--- src/rtl/shiftright_seq.sv ---
// shiftright_seq: multi-cycle 32-bit logical/arithmetic right shifter built on one shared 16x16 multiplier
module shiftright_seq #(
  parameter bit EARLY_ZERO = 1'b0
) (
  input  logic        clk,
  input  logic        reset,
  input  logic        start,
  input  logic [31:0] a,
  input  logic [31:0] b,
  input  logic        arith,
  output logic [31:0] c,
  output logic        busy,
  output logic        done
);
  typedef enum logic [2:0] {IDLE, P0, P1, P2, P3, FIN} state_t;
  state_t state, state_nx;
  logic [31:0] a_r, x, m, prod;
  logic [4:0] n;
  logic neg, accept, zero_skip;
  logic [15:0] xs, ms;
  logic [5:0] sh;
  logic [63:0] acc, term, sum;
  assign accept = state == IDLE && start;
  assign zero_skip = EARLY_ZERO && b[4:0] == 5'd0;
  // Sign-filling shift is done as ~((~a) >> n), so the multiplier only ever sees x.
  assign x = neg ? ~a_r : a_r;
  assign m = n == 5'd0 ? 32'd0 : 32'd1 << (6'd32 - {1'b0, n});
  assign xs = (state == P0 || state == P1) ? x[15:0] : x[31:16];
  assign ms = (state == P0 || state == P2) ? m[15:0] : m[31:16];
  assign prod = {16'd0, xs} * {16'd0, ms};
  assign sh = state == P0 ? 6'd0 : state == P3 ? 6'd32 : 6'd16;
  assign term = {32'd0, prod} << sh;
  assign sum = acc + term;
  always_ff @(posedge clk)
    if (reset) state <= IDLE;
    else state <= state_nx;
  always_comb begin
    state_nx = IDLE;
    case (state)
      IDLE: state_nx = !start ? IDLE : zero_skip ? FIN : P0;
      P0: state_nx = P1;
      P1: state_nx = P2;
      P2: state_nx = P3;
      P3: state_nx = FIN;
      default: state_nx = IDLE;
    endcase
  end
  always_comb begin
    busy = state != IDLE;
    done = state == FIN;
  end
  always_ff @(posedge clk) begin
    if (reset) begin
      a_r <= '0;
      n <= '0;
      neg <= 1'b0;
      acc <= '0;
      c <= '0;
    end else begin
      if (accept) begin
        a_r <= a;
        n <= b[4:0];
        neg <= arith & a[31];
        acc <= '0;
        if (zero_skip) c <= a;
      end else if (state == P0 || state == P1 || state == P2 || state == P3) acc <= sum;
      if (state == P3) c <= n == 5'd0 ? a_r : neg ? ~sum[63:32] : sum[63:32];
    end
  end
endmodule
--- config.mk ---
export PLATFORM = sky130hd
export DESIGN_NAME = shiftright_seq
export DESIGN_NICKNAME = d
export VERILOG_FILES = /design/src/rtl/shiftright_seq.sv
export SDC_FILE = /design/constraint.sdc
export NUM_CORES = 1
export LEC_CHECK = 0
export BUFFER_PORTS_ARGS = -buffer_cell sky130_fd_sc_hd__buf_2
export CAP_MARGIN = 15
export CORE_UTILIZATION = 36
export CTS_CLUSTER_DIAMETER = 40
export DETAILED_ROUTE_END_ITERATION = 6
export SETUP_SLACK_MARGIN = 0.5
export SLEW_MARGIN = 20
export SYNTH_ARGS = -nofsm -noshare
export SYNTH_HDL_FRONTEND = slang
export SYNTH_SLANG_ARGS = --single-unit
--- constraint.sdc ---
create_clock -name clk -period 14.4 [get_ports clk]
set_input_delay 1.44 -clock clk [delete_from_list [all_inputs] [get_ports clk]]
set_output_delay 1.44 -clock clk [all_outputs]
set_load 0.005 [all_outputs]
-- Word level (Yosys, flattened, before mapping)
Index checks and enable logic that the tools add are counted.
- bits in registers: 137
- input bits: 68
- logic and storage cells: 38
- output and inout port bits: 34
- shift operators: 2
- muxes and demuxes: 10
- bitwise logic cells: 3
- eq/ne operators: 5
- multipliers: 1
- reduce and logical (&&, ||, !) cells: 9
- add/subtract/negate cells: 2
- operators with widths (operator ; count):
    $mux W32 ; 4
    $add A64 B64 Y64 ; 1
    $not A32 Y32 ; 2
    $shl A32 B6 Y64 ; 1
    $mul A16 B16 Y32 ; 1
    $mux W16 ; 2
    $shl A1 B6 Y32 const A ; 1
    $pmux W3 S5 ; 1
    $mux W6 ; 2
    $eq A3 B2 Y1 const B ; 2
    $eq A3 B3 Y1 const B ; 2
    $sub A6 B5 Y6 const A ; 1
    $logic_not A5 Y1 ; 1
    $logic_or A1 B1 Y1 ; 4
    $eq A3 B1 Y1 const B ; 1
    $logic_not A3 Y1 ; 1
    $reduce_bool A3 Y1 ; 1
    $reduce_or A2 Y1 ; 1
    $and A1 B1 Y1 ; 1
    $logic_and A1 B1 Y1 ; 1
    $mux W1 ; 1

-- Depth between registers and ports, before layout
Gate-level depths: netlist of run 1.
- depth after elaboration: 10
- mapped depth: 45
- depth with buffers taken out: 41

-- Worst setup path before layout of run 1
Ideal clock, no wire load.
- path type: register to register
- start: register n[0]
- end: register c[22]
- period minus slack after synthesis: 10087 ps
- data arrival time: 10024 ps
- setup time: 63 ps
- path slack: 4313 ps
- path buffers: 4
- stages on the path, launching flop included: 46
- required time: 14337 ps
- cells stage by stage: dfxtp_1 > clkbuf_1 > nor4_1 > ha_1 > xnor2_1 > nor2_1 > nand2_1 > or2_2 > clkbuf_1 > nor2_1 > clkbuf_1 > nand2_1 > fa_1 > inv_1 > fa_1 > inv_1 > fa_1 > inv_1 > (+10 left out) > a311oi_1 > o21ai_0 > a21o_1 > a21oi_1 > xor2_1 > o31ai_1 > ha_1 > clkbuf_1 > a21oi_1 > o21ai_0 > inv_1 > o21ai_0 > or3_4 > o21ai_2 > a211oi_2 > or4b_4 > a31oi_1 > nand3b_1
- cells in the longest elaborated chain, start to end: 10
- elaborated cells between the ends (all ways): 11
- classes of those cells: add/sub: 2; mul: 1; shift: 2; mux: 4; bitwise: 1; reduce/logical: 1
- RTL lines (item ; line ; text):
    start: declaration ; 18 ; logic [4:0] n;
    start signal: assignment ; 62 ; n <= b[4:0];
    $sub A6 B5 Y6 ; 27 ; assign m = n == 5'd0 ? 32'd0 : 32'd1 << (6'd32 - {1'b0, n});
    $shl A1 B6 Y32 ; 27 ;
    $mux W32 ; 27 ;
    $mux W16 ; 29 ; assign ms = (state == P0 || state == P2) ? m[15:0] : m[31:16];
    $mul A16 B16 Y32 ; 30 ; assign prod = {16'd0, xs} * {16'd0, ms};
    $shl A32 B6 Y64 ; 32 ; assign term = {32'd0, prod} << sh;
    $add A64 B64 Y64 ; 33 ; assign sum = acc + term;
    $not A32 Y32 ; 67 ; if (state == P3) c <= n == 5'd0 ? a_r : neg ? ~sum[63:32] : sum[63:32];
    $mux W32 ; 67 ;
    $mux W32 * ; 67 ;
    end signal: assignment ; 67 ;
    end: declaration ; 11 ; output logic [31:0] c,
Every way passes the cells marked *; elsewhere a longest branch is shown, timed or not.
A chain may end at the register's enable or synchronous reset.

-- Worst setup path after layout of run 1
- start: register n[0]
- end: register c[7]
Same word-level chain as after synthesis.

==> impl_summary.log, run 1 <==
INFO  metric synth_mux_area_share = 1.490%
INFO  metric fp.dieArea = 53410 µm²
INFO  metric yosys.area_share.xor_xnor = 6.727%
INFO  metric final.setup.tns = 0 ns
INFO  metric power.ir.vdd_worst = 86.87 µV
INFO  metric io-pin-count = 102
INFO  metric critPathLaunchType = flop
INFO  metric firstDrtPassIters = 6
INFO  metric grt_overall_usage = 23.12%
INFO  metric first_global_vias = 16774
INFO  metric synth_seq_area_share = 14.51%
INFO  metric slew_headroom = 20.50%
INFO  metric synthDistinctLibCells = 86
INFO  metric finalWorstPathRequiredPeriod = 12.17 ns
INFO  metric core-area = 51610 µm²
INFO  metric path_common_cell = sky130_fd_sc_hd__fa_1
INFO  metric die_y = 231.1 µm
INFO  metric worst_pin_slew = 1.184 ns
INFO  metric port_buffer_cells = 74
INFO  metric critPathArrivalTime = 12.52 ns
INFO  metric clock_path_buffers = 2
INFO  metric floorplan.initialDensity = 36.61%
INFO  metric cts.sink_count = 137
INFO  metric cts_root_buf = sky130_fd_sc_hd__clkbuf_16
INFO  metric critical-path-max-stage-delay = 0.75 ns
INFO  metric synth_enable_flop_cells = 0
INFO  metric cts_inserted_buffers = 17
INFO  metric period_utilization = 84.53%
INFO  metric drt_drc_violations_left = 0
INFO  metric achievable-frequency = 82.15 MHz
INFO  metric synthAdderAreaFrac = 31.78%
INFO  metric syn_nets = 2866
INFO  metric cp-end-kind = flop
INFO  metric hpwlAfterDp = 48840 µm
INFO  metric antenna-diode-count = 0
INFO  metric leakagePower = 0.009362 µW
INFO  metric worstSkewPairLatency = 0.45 ns
INFO  metric worst-endpoint-required = 14.75 ns
INFO  metric overflow = 0
INFO  metric gp_routability_congestion = 0.9478
INFO  metric critPathSlowestCell = sky130_fd_sc_hd__nor2_1
INFO  metric wire_per_inst = 19.55 µm
INFO  metric maxCapViolations = 0
INFO  metric timing.hold.worst.class = flop to flop
INFO  metric vias = 17368
INFO  metric skew = 0.01051 ns
INFO  metric mappedNetlistArea = 18900 µm²
INFO  metric cts_post_setup_buffers_inserted = 0
INFO  metric timing.final.hold_violations = 0
INFO  metric fp-row-count = 83
INFO  metric wl = 61260 µm
INFO  metric critical_path_peak_fanout = 13
INFO  metric syn_inst = 2435
INFO  metric htree_levels = 4
INFO  metric route.antenna.remaining_nets = 0
INFO  metric cts.clk_slew.worst_paths = 0.06 ns
INFO  metric fraction_of_final_layout_cells_sized_beyond_drive_strength_1 = 7.542%
INFO  metric timing.setup.critical_path_class = flop to flop
INFO  metric postCtsHoldBufs = 0
INFO  metric fraction_of_the_mapped_netlist_area_in_compound_gates = 17.96%
INFO  metric maxSlewViolCount = 0
INFO  metric outcome = complete, no violations
INFO  metric synthSimpleGateAreaFrac = 19.76%
INFO  metric width_of_the_chip = 231.1 µm
INFO  metric cts.repair.resized = 0
INFO  metric avgViaCountPerCell = 5.544
INFO  metric tritoncts_clock_tree = yes
INFO  metric area.growth.synth_to_final = 8.621%
INFO  metric synth_top_family_by_area = adder cells
INFO  metric yosysWarnings = 0
INFO  metric drt_first_iter_violations = 1510
INFO  metric grt_antenna_before_repair = 0
INFO  metric finalSetupViolations = 0
INFO  metric final_net_count = 2871
INFO  metric power_per_cell_area = 58.27 nW/µm²
INFO  metric grt_max_degree = 64
INFO  metric async_flop_share = 0%
INFO  metric synth_seq_cells = 137
INFO  metric setup_repair_after_global_routing_missed_its_margin = false
INFO  metric synth_area_per_cell = 7.761 µm²
INFO  metric grt_pass1_wl = 95710 µm
INFO  metric ys.flop_type = sky130_fd_sc_hd__dfxtp_1
INFO  metric finish.utilization = 39.77%
[sequential cells by signal (all words and copies together), names as in the netlist]
signal	count
state	3
acc	64
c	32
n	5
a_r	32
neg	1
[layout make-up]
class                      instances  area [µm²]
clock buffer                      20       446.7
clock inverter                    12       165.2
fill                            5284       31090
inverter                         258       968.4
multi-input combinational       1918       14730
sequential                       137        2744
tap                              680       850.8
timing repair buffer             108       625.6
[critical path: cells and delay by family, from the launching register on]
| kind | cells | cell delay, ns |
|---|---|---|
| xor gates and xnor gates | 4 | 1.25 |
| DFF | 1 | 0.45 |
| and+or+nand+nor | 8 | 2.59 |
| adders and majority gates | 9 | 4.22 |
| buffers and inverters | 3 | 0.17 |
| AOI/OAI and AO/OA | 14 | 3.37 |
[cell families after synthesis]
| group | after synthesis |
|---|---|
| AND/OR/NAND/NOR | 865 |
| AO/OA/AOI/OAI | 531 |
| buffers and inverters | 380 |
| adder cells (fa/ha/maj) | 363 |
| flip-flops | 137 |
| XOR/XNOR | 131 |
| multiplexers | 28 |
[through the flow]
stage / worst slack [ns] / cell area [µm²] / cells / hold slack, ns / power [µW]
4_1_cts: 2.422 / 20530 / 3133 / 0.4585 / 1199
6_report: 2.227 / 20530 / 3133 / 0.4585 / 1196
3_5_place_dp: 2.453 / 19910 / 3101 / 0.4478 / 727.4
5_1_grt: 1.491 / 20530 / 3133 / 0.4736 / 1240
3_3_place_gp: 2.637 / 19900 / 3101 / 0.4428 / 722.7
2_1_floorplan: 4.313 / 18900 / 2435 / 0.4362 / 601.6
[layout by cell type, fill, tap and decap left out, drive strengths merged, types with 5 or more instances in the layout]
cell     instances
a211o            5
nor4             5
fa             195
ha             168
clkbuf          20
dfxtp          137
o21bai          14
a21o            51
a211oi          22
xnor2           94
o31ai           10
a2111oi          6
o22ai           15
a32oi           17
o21ai           97
nand2          431
o21a            10
o211ai           7
nor2           237
nand3b           8
and2            15
xnor3            9
a22o             7
nor3b            5
nand2b          17
mux2i           27
buf            108
nand3           39
xor2            28
a21oi          222
or3             13
and3            23
nand4           22
nor2b           14
a31oi            7
inv            261
nor3            23
[power breakdown]
part | internal [µW] | leakage, µW | switching, µW
logic | 84.5 | 0.00796 | 232
registers | 392 | 0.00111 | 17.2
clock network | 279 | 0.000288 | 192
[Yosys cell counts, drive strengths merged, types with 39 or more instances]
| cell type | n | area share, % |
|---|---|---|
| fa | 195 | 21 |
| clkbuf | 94 | 1.9 |
| nand2 | 431 | 8.6 |
| a21oi | 222 | 6.0 |
| inv | 258 | 5.1 |
| ha | 168 | 11 |
| o21ai | 97 | 2.6 |
| dfxtp | 137 | 15 |
| nor2 | 237 | 4.7 |
| xnor2 | 94 | 4.4 |
| a21o | 51 | 2.0 |
| nand3 | 39 | 1.0 |
[worst paths after layout]
check	start	end	slack, ns	cells after the start
setup / recovery	n[0]$_SDFFE_PP0P_	c[7]$_SDFFE_PP0P_	2.23	38
hold / removal	acc[23]$_SDFFE_PP0P_	acc[23]$_SDFFE_PP0P_	0.46	2
setup reg to reg	n[0]$_SDFFE_PP0P_	c[7]$_SDFFE_PP0P_	2.23	38
hold reg to reg	acc[23]$_SDFFE_PP0P_	acc[23]$_SDFFE_PP0P_	0.46	2
[routing by layer]
layer | GRT usage [%] | vias up | share of wire [%]
met5 | 0 | - | 0
met1 | 31.33 | 8535 | 44
met4 | 7.657 | 0 | 3.1
met3 | 4.491 | 106 | 6.8
li1 | - | 8117 | -
met2 | 36.72 | 610 | 46
(Power assumes the default switching activity.)
==> run 2, diff against run 1 <==
Clock period 14.4 ns to 12.4 ns, I/O delays scaled along.
==> run 2 against run 1 <==
Compared with the run above: clock power is 14% higher; clock-buffer cell count is 3 lower; fmax is 6.5% higher; critical path depth shrank 1; largest cell class unchanged; highest routed layer unchanged.
==> impl_summary.log, run 2 (synthesized netlist as in run 1, its figures left out) <==
INFO  metric cts.clk_slew.worst_paths = 0.07 ns
INFO  metric period_utilization = 92.19%
INFO  metric critical-path-max-stage-delay = 0.61 ns
INFO  metric cts_inserted_buffers = 17
INFO  metric met3_global_route_usage = 2.731%
INFO  metric fraction_of_final_layout_cells_sized_beyond_drive_strength_1 = 9.325%
INFO  metric grt_overall_usage = 23.37%
INFO  metric timing.setup.critical_path_class = flop to flop
INFO  metric antenna-diode-count = 0
INFO  metric path_common_cell = sky130_fd_sc_hd__fa_1
INFO  metric overflow = 0
INFO  metric width_of_the_chip = 231.1 µm
INFO  metric slew_headroom = 35.63%
INFO  metric hpwlAfterDp = 49640 µm
INFO  metric maxCapViolations = 0
INFO  metric mostFrequentLayoutCells = sky130_fd_sc_hd__nand2_1, sky130_fd_sc_hd__inv_1, sky130_fd_sc_hd__nor2_1, sky130_fd_sc_hd__a21oi_1, sky130_fd_sc_hd__fa_1
INFO  metric io-pin-count = 102
INFO  metric largest_register_ffs = 64
INFO  metric dpl-instance-area = 20170 µm²
INFO  metric floorplan.initialDensity = 36.61%
INFO  metric non_filler_cell_area_final = 20810 µm²
INFO  metric grt_antenna_before_repair = 0
INFO  metric power_per_cell_area = 67.01 nW/µm²
INFO  metric drt_drc_violations_left = 0
INFO  metric layout_top_registers = acc (64), a_r (32), c (32)
INFO  metric final_net_count = 2906
INFO  metric critPathLaunchType = flop
INFO  metric worst_pin_slew = 0.9587 ns
INFO  metric first_global_vias = 16853
INFO  metric critical_path_peak_fanout = 14
INFO  metric cts_root_buf = sky130_fd_sc_hd__clkbuf_16
INFO  metric power.ir.vdd_worst = 66.55 µV
INFO  metric leakagePower = 0.009541 µW
INFO  metric finalSetupViolations = 0
INFO  metric route.antenna.remaining_nets = 0
INFO  metric grt.met2_usage = 37.50%
INFO  metric tritoncts_clock_tree = yes
INFO  metric maxSlewViolCount = 0
INFO  metric gp_routability_congestion = 0.9432
INFO  metric clock_path_buffers = 2
INFO  metric core-area = 51610 µm²
INFO  metric cp-end-kind = flop
INFO  metric skew = 0.01673 ns
INFO  metric avgViaCountPerCell = 5.469
INFO  metric path_buf_inv = 6
INFO  metric critPathSlowestCell = sky130_fd_sc_hd__dfxtp_1
INFO  metric vias = 17327
INFO  metric finalWorstPathRequiredPeriod = 11.43 ns
INFO  metric achievable-frequency = 87.48 MHz
INFO  metric grtUsageMet1 = 32.06%
INFO  metric firstDrtPassIters = 5
INFO  metric cts.sink_count = 137
INFO  metric top_register = acc
INFO  metric grt_max_degree = 51
INFO  metric area.growth.synth_to_final = 10.14%
INFO  metric timing.hold.worst.class = flop to flop
INFO  metric worst-endpoint-required = 12.81 ns
INFO  metric cts_post_setup_buffers_inserted = 0
INFO  metric grt_pass1_wl = 96340 µm
INFO  metric critPathArrivalTime = 11.84 ns
INFO  metric port_buffer_cells = 74
INFO  metric wl = 61460 µm
INFO  metric fp.dieArea = 53410 µm²
INFO  metric final.setup.tns = 0 ns
INFO  metric globalRoute.busiestLayer = met2
INFO  metric htree_levels = 4
INFO  metric finish.utilization = 40.33%
INFO  metric timing.final.hold_violations = 0
INFO  metric die_y = 231.1 µm
INFO  metric wire_per_inst = 19.40 µm
INFO  metric outcome = complete, no violations
INFO  metric setup_repair_after_global_routing_missed_its_margin = true
INFO  metric drt_first_iter_violations = 1420
INFO  metric top_delay_family_on_crit_path = compound AO/OA/AOI/OAI gates
INFO  metric fp-row-count = 83
INFO  metric final_common_cell = sky130_fd_sc_hd__nand2_1
INFO  metric worstSkewPairLatency = 0.47 ns
-- run 2: path summary, 6_finish.rpt --
check,startpoint,end,slack [ns],depth (start not counted)
min,acc[9]$_SDFFE_PP0P_,acc[9]$_SDFFE_PP0P_,0.46,2
max,state[0]$_SDFF_PP0_,c[30]$_SDFFE_PP0P_,0.97,37
min reg2reg,acc[9]$_SDFFE_PP0P_,acc[9]$_SDFFE_PP0P_,0.46,2
max reg2reg,state[0]$_SDFF_PP0_,c[30]$_SDFFE_PP0P_,0.97,37
-- run 2: worst reg2reg max path: cells and delay by family (launching register included) --
family | cells | cell delay, ns
AO/OA/AOI/OAI | 15 | 3.79
AND/OR/NAND/NOR | 4 | 1.13
flip-flops | 1 | 0.61
buffers and inverters | 6 | 0.84
multiplexers | 1 | 0.61
XOR/XNOR | 3 | 0.74
adder cells (fa/ha/maj) | 8 | 3.68
-- run 2: power breakdown --
part	switching, µW	leakage (µW)	internal (µW)	total, µW
clock	249	0.000292	288	537
combinational	274	0.00814	113	387
sequential	16.8	0.00111	455	471
total	540	0.00954	855	1390
-- run 2: through the flow --
stage | power [µW] | cells | hold WS [ns] | worst slack, ns
after detailed placement | 859.9 | 3136 | 0.4454 | 0.7603
after global routing | 1447 | 3168 | 0.4802 | 0.4696
after CTS | 1394 | 3168 | 0.4596 | 0.7386
after floorplan | 698.6 | 2435 | 0.4362 | 2.313
after global placement | 856.1 | 3136 | 0.4428 | 0.9094
final | 1395 | 3168 | 0.4582 | 0.9684
-- run 2: layout make-up --
class,count,area (µm²)
Timing Repair Buffer,143,888.4
Clock inverter,15,167.7
Tap cell,680,850.8
Inverter,258,968.4
Multi-Input combinational cell,1918,14770
Clock buffer,17,425.4
Fill cell,5307,30800
Sequential cell,137,2744
-- run 2: timing repair --
item,CTS,global route
hold buffers,0,0
setup endpoints to repair,0,50
gates resized for setup,0,10
-- run 2: routing by layer --
| metal | vias to the layer above | wire length (µm) |
|---|---|---|
| met1 | 8461 | 27140 |
| met5 | - | 0 |
| li1 | 8188 | - |
| met3 | 95 | 3987 |
| met4 | 0 | 2130 |
| met2 | 583 | 28200 |
==> run 3, diff against run 2 <==
Settings changed: BUFFER_PORTS_ARGS -buffer_cell sky130_fd_sc_hd__buf_2 to -buffer_cell sky130_fd_sc_hd__clkbuf_2.
==> run 3 against run 2 <==
Compared with the run above: cell count barely moved; first-iteration DRC count rose by 3.6%; final area rose by 0.16%; fmax rose by 0.32%; register-to-register slack improved by 0.04 ns; combinational power rose by 1%; critical path depth rose by 1; critical path type unchanged; largest cell class unchanged.
==> impl_summary.log, run 3 (synthesized netlist as in run 1, its figures left out) <==
INFO  metric cts_inserted_buffers = 17
INFO  metric setup_repair_after_global_routing_missed_its_margin = false
INFO  metric area.growth.synth_to_final = 10.32%
INFO  metric postCtsHoldBufs = 0
INFO  metric wire_per_inst = 19.59 µm
INFO  metric avgViaCountPerCell = 5.489
INFO  metric finalWorstPathRequiredPeriod = 11.39 ns
INFO  metric floorplan.initialDensity = 36.61%
INFO  metric timing.final.ws_setup = 1.005 ns
INFO  metric path_common_cell = sky130_fd_sc_hd__fa_1
INFO  metric mostFrequentLayoutCells = sky130_fd_sc_hd__nand2_1, sky130_fd_sc_hd__inv_1, sky130_fd_sc_hd__nor2_1, sky130_fd_sc_hd__a21oi_1, sky130_fd_sc_hd__fa_1
INFO  metric maxSlewViolCount = 0
INFO  metric skew = 0.01166 ns
INFO  metric critPathLaunchType = flop
INFO  metric pre_cts_slack = 0.7143 ns
INFO  metric io-pin-count = 102
INFO  metric layout_top_registers = acc (64), a_r (32), c (32)
INFO  metric grt_pass1_wl = 97710 µm
INFO  metric critical-path-max-stage-delay = 0.61 ns
INFO  metric timing.final.hold_violations = 0
INFO  metric route.antenna.remaining_nets = 0
INFO  metric finalNonFillerCells = 3166
INFO  metric gp_routability_congestion = 0.9408
INFO  metric power_per_cell_area = 68.28 nW/µm²
INFO  metric antenna-diode-count = 0
INFO  metric port_buffer_cells = 74
INFO  metric hpwlAfterDp = 50120 µm
INFO  metric finalSetupViolations = 0
INFO  metric final.setup.tns = 0 ns
INFO  metric grt_antenna_before_repair = 0
INFO  metric cts.clk_slew.worst_paths = 0.07 ns
INFO  metric leakagePower = 0.009537 µW
INFO  metric firstDrtPassIters = 6
INFO  metric slew_headroom = 38.57%
INFO  metric fp.dieArea = 53410 µm²
INFO  metric die_y = 231.1 µm
INFO  metric period_utilization = 91.89%
INFO  metric finish.utilization = 40.39%
INFO  metric placed_cells_incl_taps = 3133
INFO  metric drt_drc_violations_left = 0
INFO  metric vias = 17378
INFO  metric final_net_count = 2904
INFO  metric critPathSlowestCell = sky130_fd_sc_hd__dfxtp_1
INFO  metric cts_root_buf = sky130_fd_sc_hd__clkbuf_16
INFO  metric overflow = 0
INFO  metric timing.hold.worst.class = flop to flop
INFO  metric critical_path_peak_fanout = 14
INFO  metric timing.setup.critical_path_class = flop to flop
INFO  metric worst_pin_slew = 0.9193 ns
INFO  metric largest_register_ffs = 64
INFO  metric worstSkewPairLatency = 0.46 ns
INFO  metric power.ir.vdd_worst = 71.22 µV
INFO  metric achievable-frequency = 87.76 MHz
INFO  metric final_common_cell = sky130_fd_sc_hd__nand2_1
INFO  metric width_of_the_chip = 231.1 µm
INFO  metric outcome = complete, no violations
INFO  metric worst-endpoint-required = 12.74 ns
INFO  metric grt_max_degree = 64
INFO  metric wl = 62010 µm
INFO  metric drt_first_iter_violations = 1471
INFO  metric maxCapViolations = 0
INFO  metric core-area = 51610 µm²
INFO  metric cts.sink_count = 137
INFO  metric cp-end-kind = flop
INFO  metric critPathArrivalTime = 11.73 ns
INFO  metric htree_levels = 4
INFO  metric first_global_vias = 17239
INFO  metric top_register = acc
INFO  metric clock_path_buffers = 2
INFO  metric tritoncts_clock_tree = yes
INFO  metric grt_overall_usage = 23.56%
INFO  metric fp-row-count = 83
INFO  metric fraction_of_final_layout_cells_sized_beyond_drive_strength_1 = 9.292%
[run 3: cell count changes in the layout (fill, tap and decap cells not counted), moves of 2 or more]
cell / previous run / this run
sky130_fd_sc_hd__mux2i_1: 27 / 25
sky130_fd_sc_hd__clkinv_4: 0 / 3
sky130_fd_sc_hd__inv_6: 6 / 2
sky130_fd_sc_hd__mux2i_2: 0 / 2
sky130_fd_sc_hd__buf_4: 69 / 67
sky130_fd_sc_hd__inv_8: 5 / 7
sky130_fd_sc_hd__buf_2: 74 / 0
sky130_fd_sc_hd__clkbuf_2: 0 / 74
[run 3: what timing repair did]
| item | 4_1_cts | 5_1_grt |
|---|---|---|
| gates resized for setup | 0 | 12 |
| setup buffers | 0 | 1 |
| setup endpoints to repair | 0 | 54 |
[run 3: final cells by class]
cell class	instances	area, µm²
fill	5324	30770
inverter	258	968.4
sequential	137	2744
tap	680	850.8
clock buffer	17	425.4
clock inverter	15	198.9
multi-input combinational	1918	14790
timing repair buffer	141	873.3
[run 3: power breakdown]
group          leakage (µW)  internal (µW)  switching, µW  total [µW]
combinational       0.00812            113            277         391
sequential          0.00111            455           16.7         471
clock              0.000308            309            252         561
total               0.00954            878            546        1420
[run 3: through the flow]
step                      hold WS (ns)  instance area, µm²  power (µW)
after floorplan                 0.4362               18900       698.6
after CTS                       0.4584               20770        1420
after global routing            0.4689               20850        1475
after detailed placement        0.4478               20150       860.5
final                           0.4558               20850        1423
after global placement          0.4431               20140       856.6
[run 3: worst max-delay path: cells and delay by family (launching register included)]
| kind | cells | cell delay, ns |
|---|---|---|
| xor+xnor | 5 | 1.52 |
| fa+ha+maj | 8 | 3.75 |
| buf+inv | 5 | 0.73 |
| mux | 1 | 0.38 |
| simple gates | 10 | 1.93 |
| flops | 1 | 0.61 |
| compound gates | 9 | 2.31 |
[run 3: final timing paths]
path	startpoint	to	slack (ns)	cells past startpoint
max	state[0]$_SDFF_PP0_	c[20]$_SDFFE_PP0P_	1.01	38
min reg2reg	acc[4]$_SDFFE_PP0P_	acc[4]$_SDFFE_PP0P_	0.46	2
max reg2reg	state[0]$_SDFF_PP0_	c[20]$_SDFFE_PP0P_	1.01	38
min	acc[4]$_SDFFE_PP0P_	acc[4]$_SDFFE_PP0P_	0.46	2
[run 3: metal layers]
metal	wire length, µm	vias up	share of wire, %	track usage, %
met5	0	-	0	0
met4	2604	0	4.2	10.16
met3	4341	122	7.0	3.433
met2	28000	642	45	37.55
met1	27060	8425	44	31.65
li1	-	8189	-	-
